`config.mk`:
```
export PLATFORM = sky130hd
export DESIGN_NAME = hazard_stall_unit
export DESIGN_NICKNAME = d
export VERILOG_FILES = /design/src/rtl/hazard_stall_unit.sv
export SDC_FILE = /design/constraint.sdc
export NUM_CORES = 1
export LEC_CHECK = 0
export ABC_AREA = 0
export CAP_MARGIN = 40
export CORE_ASPECT_RATIO = 0.6
export CORE_UTILIZATION = 45
export CTS_CLUSTER_SIZE = 8
export DETAILED_ROUTE_END_ITERATION = 8
export PLACE_DENSITY = 0.86
export SETUP_SLACK_MARGIN = 0.5
export SYNTH_ARGS = -nofsm -noshare
export SYNTH_HDL_FRONTEND = slang
export SYNTH_SLANG_ARGS = --single-unit
```
`constraint.sdc`:
```
create_clock -name Clk -period 2.9 [get_ports Clk]
set_clock_uncertainty 0.1 [all_clocks]
set_input_delay 0.725 -clock Clk [delete_from_list [all_inputs] [get_ports Clk]]
set_output_delay 0.725 -clock Clk [all_outputs]
set_load 0.03 [all_outputs]
```
`src/rtl/hazard_stall_unit.sv`:
```
// ---------------------------------------------------------------------------
// hazard_stall_unit
//
// Hazard controller for the five-stage ARM PPU pipeline (IF, ID, EX, MEM, WB).
// A private shadow pipeline of three slots (EX, MEM, WB) records, for every
// instruction in flight, whether it writes the register file, which register
// it writes and whether it is a load. From those slots and the instruction
// currently in ID the unit derives:
//   - load-use stalls (freeze PC and IF/ID, inject a NOP through CU_mux),
//   - the IF/ID flush for taken branches,
//   - operand forwarding selects for the ID/EX PA/PB/PD muxes,
//   - saturating stall / flush event counters.
//
// Ports
//   Clk            pipeline clock, rising edge
//   Clr            asynchronous active-low reset
//   ID_Rn/Rm/Rd    source registers of the instruction in ID
//   ID_use_*       source is actually read
//   ID_Rd_dest     destination register of the instruction in ID
//   ID_RF_enable   instruction in ID writes the register file
//   ID_load_instr  instruction in ID is LDR/LDRB
//   ID_B_taken     taken B/BL in ID this cycle
//   PC_LE          PC load enable
//   IF_ID_LE       IF/ID load enable
//   CU_MUX_E       1 = CU_mux selects the all-zero NOP bundle
//   IF_ID_flush    clear IF/ID on the next edge
//   FWD_A/B/D      00 reg file, 01 EX, 10 MEM, 11 WB
//   stall_cnt      saturating count of stall cycles
//   flush_cnt      saturating count of flush cycles
// ---------------------------------------------------------------------------
module hazard_stall_unit #(
    parameter int unsigned CNT_W      = 8,
    parameter logic [3:0]  NO_FWD_REG = 4'd15
) (
    input  logic             Clk,
    input  logic             Clr,
    input  logic [3:0]       ID_Rn,
    input  logic [3:0]       ID_Rm,
    input  logic [3:0]       ID_Rd,
    input  logic             ID_use_Rn,
    input  logic             ID_use_Rm,
    input  logic             ID_use_Rd,
    input  logic [3:0]       ID_Rd_dest,
    input  logic             ID_RF_enable,
    input  logic             ID_load_instr,
    input  logic             ID_B_taken,
    output logic             PC_LE,
    output logic             IF_ID_LE,
    output logic             CU_MUX_E,
    output logic             IF_ID_flush,
    output logic [1:0]       FWD_A,
    output logic [1:0]       FWD_B,
    output logic [1:0]       FWD_D,
    output logic [CNT_W-1:0] stall_cnt,
    output logic [CNT_W-1:0] flush_cnt
);

    typedef struct packed {
        logic       wr;
        logic [3:0] rd;
        logic       ld;
    } slot_t;

    localparam slot_t            BUBBLE  = '0;
    localparam logic [CNT_W-1:0] CNT_MAX = '1;
    localparam logic [CNT_W-1:0] CNT_ONE = {{(CNT_W-1){1'b0}}, 1'b1};

    localparam logic [1:0] SEL_RF  = 2'b00;
    localparam logic [1:0] SEL_EX  = 2'b01;
    localparam logic [1:0] SEL_MEM = 2'b10;
    localparam logic [1:0] SEL_WB  = 2'b11;

    slot_t ex_slot, mem_slot, wb_slot;
    slot_t id_slot;
    logic  ex_hit;
    logic  stall;

    // A slot supplies a source when that source is read, the slot writes the
    // register file and targets the same register. R15 reads come from the
    // PC path and are never forwarded.
    function automatic logic src_match(input slot_t slot, input logic used,
                                       input logic [3:0] src);
        return used && slot.wr && (slot.rd == src) && (src != NO_FWD_REG);
    endfunction

    // Youngest producer wins. A load still in EX has no data yet, so it is
    // skipped here; that case is a stall and the select is a don't-care.
    function automatic logic [1:0] fwd_sel(input logic used, input logic [3:0] src,
                                           input slot_t ex, input slot_t mem,
                                           input slot_t wb);
        if (src_match(ex, used, src) && !ex.ld)
            return SEL_EX;
        else if (src_match(mem, used, src))
            return SEL_MEM;
        else if (src_match(wb, used, src))
            return SEL_WB;
        else
            return SEL_RF;
    endfunction

    assign id_slot = '{wr: ID_RF_enable, rd: ID_Rd_dest, ld: ID_load_instr};

    // NOTE: every signal assigned in an always_comb gets a value on every path
    // (here by assigning it unconditionally), otherwise a latch is inferred.
    always_comb begin
        ex_hit = src_match(ex_slot, ID_use_Rn, ID_Rn)
               | src_match(ex_slot, ID_use_Rm, ID_Rm)
               | src_match(ex_slot, ID_use_Rd, ID_Rd);
        stall  = ex_hit & ex_slot.ld;
    end

    always_comb begin
        PC_LE       = ~stall;
        IF_ID_LE    = ~stall;
        // NOP select is also held while in reset so nothing leaks into EX.
        CU_MUX_E    = stall | ~Clr;
        // A branch blocked by a stall re-presents next cycle and flushes then.
        IF_ID_flush = ID_B_taken & ~stall & Clr;
        FWD_A       = fwd_sel(ID_use_Rn, ID_Rn, ex_slot, mem_slot, wb_slot);
        FWD_B       = fwd_sel(ID_use_Rm, ID_Rm, ex_slot, mem_slot, wb_slot);
        FWD_D       = fwd_sel(ID_use_Rd, ID_Rd, ex_slot, mem_slot, wb_slot);
    end

    // Shadow slot pipeline. A stalled ID instruction is replaced by a bubble
    // in EX, mirroring the NOP that CU_mux injects into the real pipeline.
    // NOTE: sequential state uses non-blocking assignments so every slot
    // samples its predecessor's pre-edge value, giving a true shift register.
    always_ff @(posedge Clk or negedge Clr) begin
        if (!Clr) begin
            ex_slot  <= BUBBLE;
            mem_slot <= BUBBLE;
            wb_slot  <= BUBBLE;
        end else begin
            wb_slot  <= mem_slot;
            mem_slot <= ex_slot;
            ex_slot  <= stall ? BUBBLE : id_slot;
        end
    end

    // Saturating event counters.
    always_ff @(posedge Clk or negedge Clr) begin
        if (!Clr) begin
            stall_cnt <= '0;
            flush_cnt <= '0;
        end else begin
            if (stall && (stall_cnt != CNT_MAX))
                stall_cnt <= stall_cnt + CNT_ONE;
            if (IF_ID_flush && (flush_cnt != CNT_MAX))
                flush_cnt <= flush_cnt + CNT_ONE;
        end
    end

endmodule

```
==> metrics.md <==
| Metric | Value |
|---|---|
| Hold_buf cts | `0` |
| Area Overhead vs Synth | `74.0%` |
| Register area share after synthesis | `0.450` |
| Fraction of layout cells with a size suffix above 1 | `0.438` |
| CTS Sinks | `32` |
| Starting DRC count in detailed routing | `148` |
| Root buf cell | `clkbuf_8` |
| Failing checks | `setup timing` |
| Die area | `around 4200 um2` |
| DIE WIDTH | `about 83 um` |
| Startpoint types | `register` |
| Worst Setup Slack, final | `-69.8 ps` |
| Period utilisation layout | `1.02` |
| CTS clk-pin slew, worst paths | `70 ps` |
| Core Footprint | `~3700 um2` |
| Max_cap viols | `0` |
| I/O pin total | `50` |
| Setup-failing EPs final | `4` |
| Vias in the first global route | `1648` |
| Grt ovf | `0` |
| Largest net degree at the start of global routing | `18` |
| CP startpoint | `ex_slot[1]` |
| Final ANT Viol Nets | `0` |
| WP data required | `2080 ps` |
| Crit path DAT | `2140 ps` |
| Pwr Density | `about 500 nW/um2` |
| Fin Setup TNS | `-217 ps` |
| Placed cells | `approximately 290` |
| GRT Total Usage | `0.268` |
| Syn nets | `around 200` |
| Power share of the combinational group | `0.371` |
| Total stage count of the critical path | `7` |
| Status | `finished, violations left` |
| Fmax | `around 0.34 GHz` |
| Routability cong. | `just over 0.9` |
| Initial Util | `0.478` |
| Worst r2r path cells | `9` |
| Final min period | `slightly below 3000 ps` |
| Pleak | `between 0.001 and 0.0015 uW` |
| Synth Cell Area | `1780 um2` |
| Most common cell on crit path | `buf_6` |
| Final design utilization | `0.832` |
| Final WL | `a little over 6000 um` |
| Switching Share | `0.371` |
| HP Start | `ex_slot[2]` |
| Drt wl/cell | `19.8 um` |
| Crit path kind | `register to output port` |
| Final Max Slew Viols | `0` |
| Crit Path Max Fanout | `4` |
| Synth Register Bits | `32` |
| Residual DRC | `0` |
| Buffers on Ports | `49` |
| Peak supply drop | `approximately 0.53 mV` |
| Tot Pwr | `roughly 1600 uW` |
| Flop pwr share | `0.400` |
| Worst path top cell family by delay | `simple AND/OR/NAND/NOR gates` |
| P_sw | `577 uW` |
| Synth warn | `0` |
| Cells after Synth | `172` |
| DP HPWL | `roughly 3600 um` |
| Routed vias/inst | `5.76` |
| Via Count | `1796` |
| Cell variety after synth | `30` |
| Share of total power in the clock network | `0.228` |
| Fin. Hold Viols | `0` |
| CTS H-tree lvls | `2` |
| Post-Layout Cell Count | `between 300 and 400` |
| CP cell instances | `xnor2_2 > nand4_1 > or4_4 > a31o_4 > buf_6 > nand2_2 > buf_6` |
| Initial antenna violation count | `0` |
| Worst Tran Pin Value | `just under 400 ps` |
| CTS tree | `yes` |
| Die Ht | `50.7 um` |
| Slowest stage delay, CP | `510 ps` |
| DRT Pass-1 Iters | `5` |
| RSZ-0062 raised after global routing | `yes` |
| Internal power | `just under 1000 uW` |
| R2r endpoint | `stall_cnt[1]` |
| Reg2Reg Launch Point | `ex_slot[1]` |
| CTS buffer count | `5` |
| Worst slew margin | `0.741` |
| Syn avg cell area | `slightly above 10 um2` |
| Bufs and invs on worst path | `2` |
| Hold Crit Class | `register to register` |
| Inserted Diodes | `0` |
| Clk Latency, worst-skew pair | `just under 300 ps` |
| Global-route wire length before repair | `8420 um` |
| Clk buf depth | `2` |
| Critical path's slowest cell | `dfrtp_2` |
| Worst Setup EP | `CU_MUX_E` |
| Most frequent cells in the layout | `dfrtp_1, buf_4, xnor2_1, buf_6, clkdlybuf4s50_1` |
| Rows | `17` |
| Worst reg-to-reg setup slack | `440 ps` |
| Nets | `290` |
| CP Capture Type | `output port` |
stage by stage:
step / hold slack, ps / worst slack (ps) / instance area, um2
CTS: 378 / -50.5 / 2950
floorplan: 287 / 95.8 / 1860
global placement: 352 / -690 / 2580
finish: 412 / -69.8 / 3100
global route: 419 / -148 / 3100
detailed placement: 354 / -735 / 2580
synthesized netlist by cell type:
| master | count | area [um2] |
|---|---|---|
| a31o_2 | 1 | 8.76 |
| and3_1 | 8 | 50.1 |
| nand3_1 | 13 | 65.1 |
| xor2_1 | 14 | 123 |
| mux2_1 | 1 | 11.3 |
| inv_1 | 1 | 3.75 |
| and2_4 | 1 | 8.76 |
| buf_4 | 1 | 7.51 |
| ha_1 | 2 | 25.0 |
| or3_1 | 2 | 12.5 |
| xnor2_1 | 33 | 289 |
| a31oi_1 | 2 | 12.5 |
| nor4bb_1 | 1 | 10.0 |
| o22a_1 | 3 | 26.3 |
| nor2_1 | 4 | 15.0 |
| nor4_1 | 3 | 18.8 |
| nand2_1 | 13 | 48.8 |
| or4_4 | 1 | 11.3 |
| mux2_2 | 2 | 22.5 |
| and2_1 | 6 | 37.5 |
| nor3_1 | 3 | 15.0 |
| clkbuf_1 | 1 | 3.75 |
| nand4_1 | 12 | 75.1 |
| o21ai_0 | 3 | 15.0 |
| mux2_4 | 1 | 15.0 |
| nand3b_1 | 1 | 7.51 |
| a21oi_1 | 1 | 5.00 |
| nand2b_1 | 5 | 31.3 |
| buf_2 | 1 | 5.00 |
| dfrtp_1 | 32 | 801 |
repair_timing:
item / CTS / global route
setup buffers: 4 / 6
pin swaps: 21 / 5
gates resized for setup: 137 / 20
endpoints found under the setup margin: 32 / 15
routing by layer:
| metal | track usage | vias up | share of wire |
|---|---|---|---|
| li1 | - | 781 | - |
| met1 | 0.374 | 890 | 0.44 |
| met2 | 0.413 | 107 | 0.47 |
| met3 | 0.0641 | 18 | 0.073 |
| met4 | 0.0862 | 0 | 0.021 |
| met5 | 0 | - | 0 |
cell families after synthesis:
logic type,Yosys count,share of synthesized area
buffers and inverters,4,0.0112
multiplexers,4,0.0274
AND/OR/NAND/NOR,73,0.228
AO/OA/AOI/OAI,10,0.0379
XOR/XNOR,47,0.231
flip-flops,32,0.450
adder cells (fa/ha/maj),2,0.0141
power groups by stage:
stage	Combinational (uW)	Clock, uW	Sequential, uW
2_1_floorplan	169	0	709
3_3_place_gp	492	0	615
3_5_place_dp	504	0	619
4_1_cts	541	357	616
5_1_grt	608	380	634
6_report	578	356	623
final cells by class:
cell class | count | area (um2)
tap | 47 | 58.8
timing repair buffer | 88 | 873
inverter | 1 | 3.75
multi-input combinational | 136 | 1260
fill | 187 | 624
clock buffer | 5 | 68.8
sequential | 32 | 806
clock inverter | 3 | 23.8
how the worst min path moves through the flow:
stage                        endpoint  depth (start not counted)
after floorplan            wb_slot[5]                          0
after global placement     wb_slot[5]                          0
after detailed placement  mem_slot[5]                          0
after CTS                 mem_slot[5]                          0
after global routing      mem_slot[2]                          0
final                     mem_slot[2]                          0
sequential cells by signal (all words and copies together), names as in the netlist:
name,count
ex_slot,6
flush_cnt,8
stall_cnt,8
mem_slot,5
wb_slot,5
No activity file was read; power rests on OpenSTA's default activity.
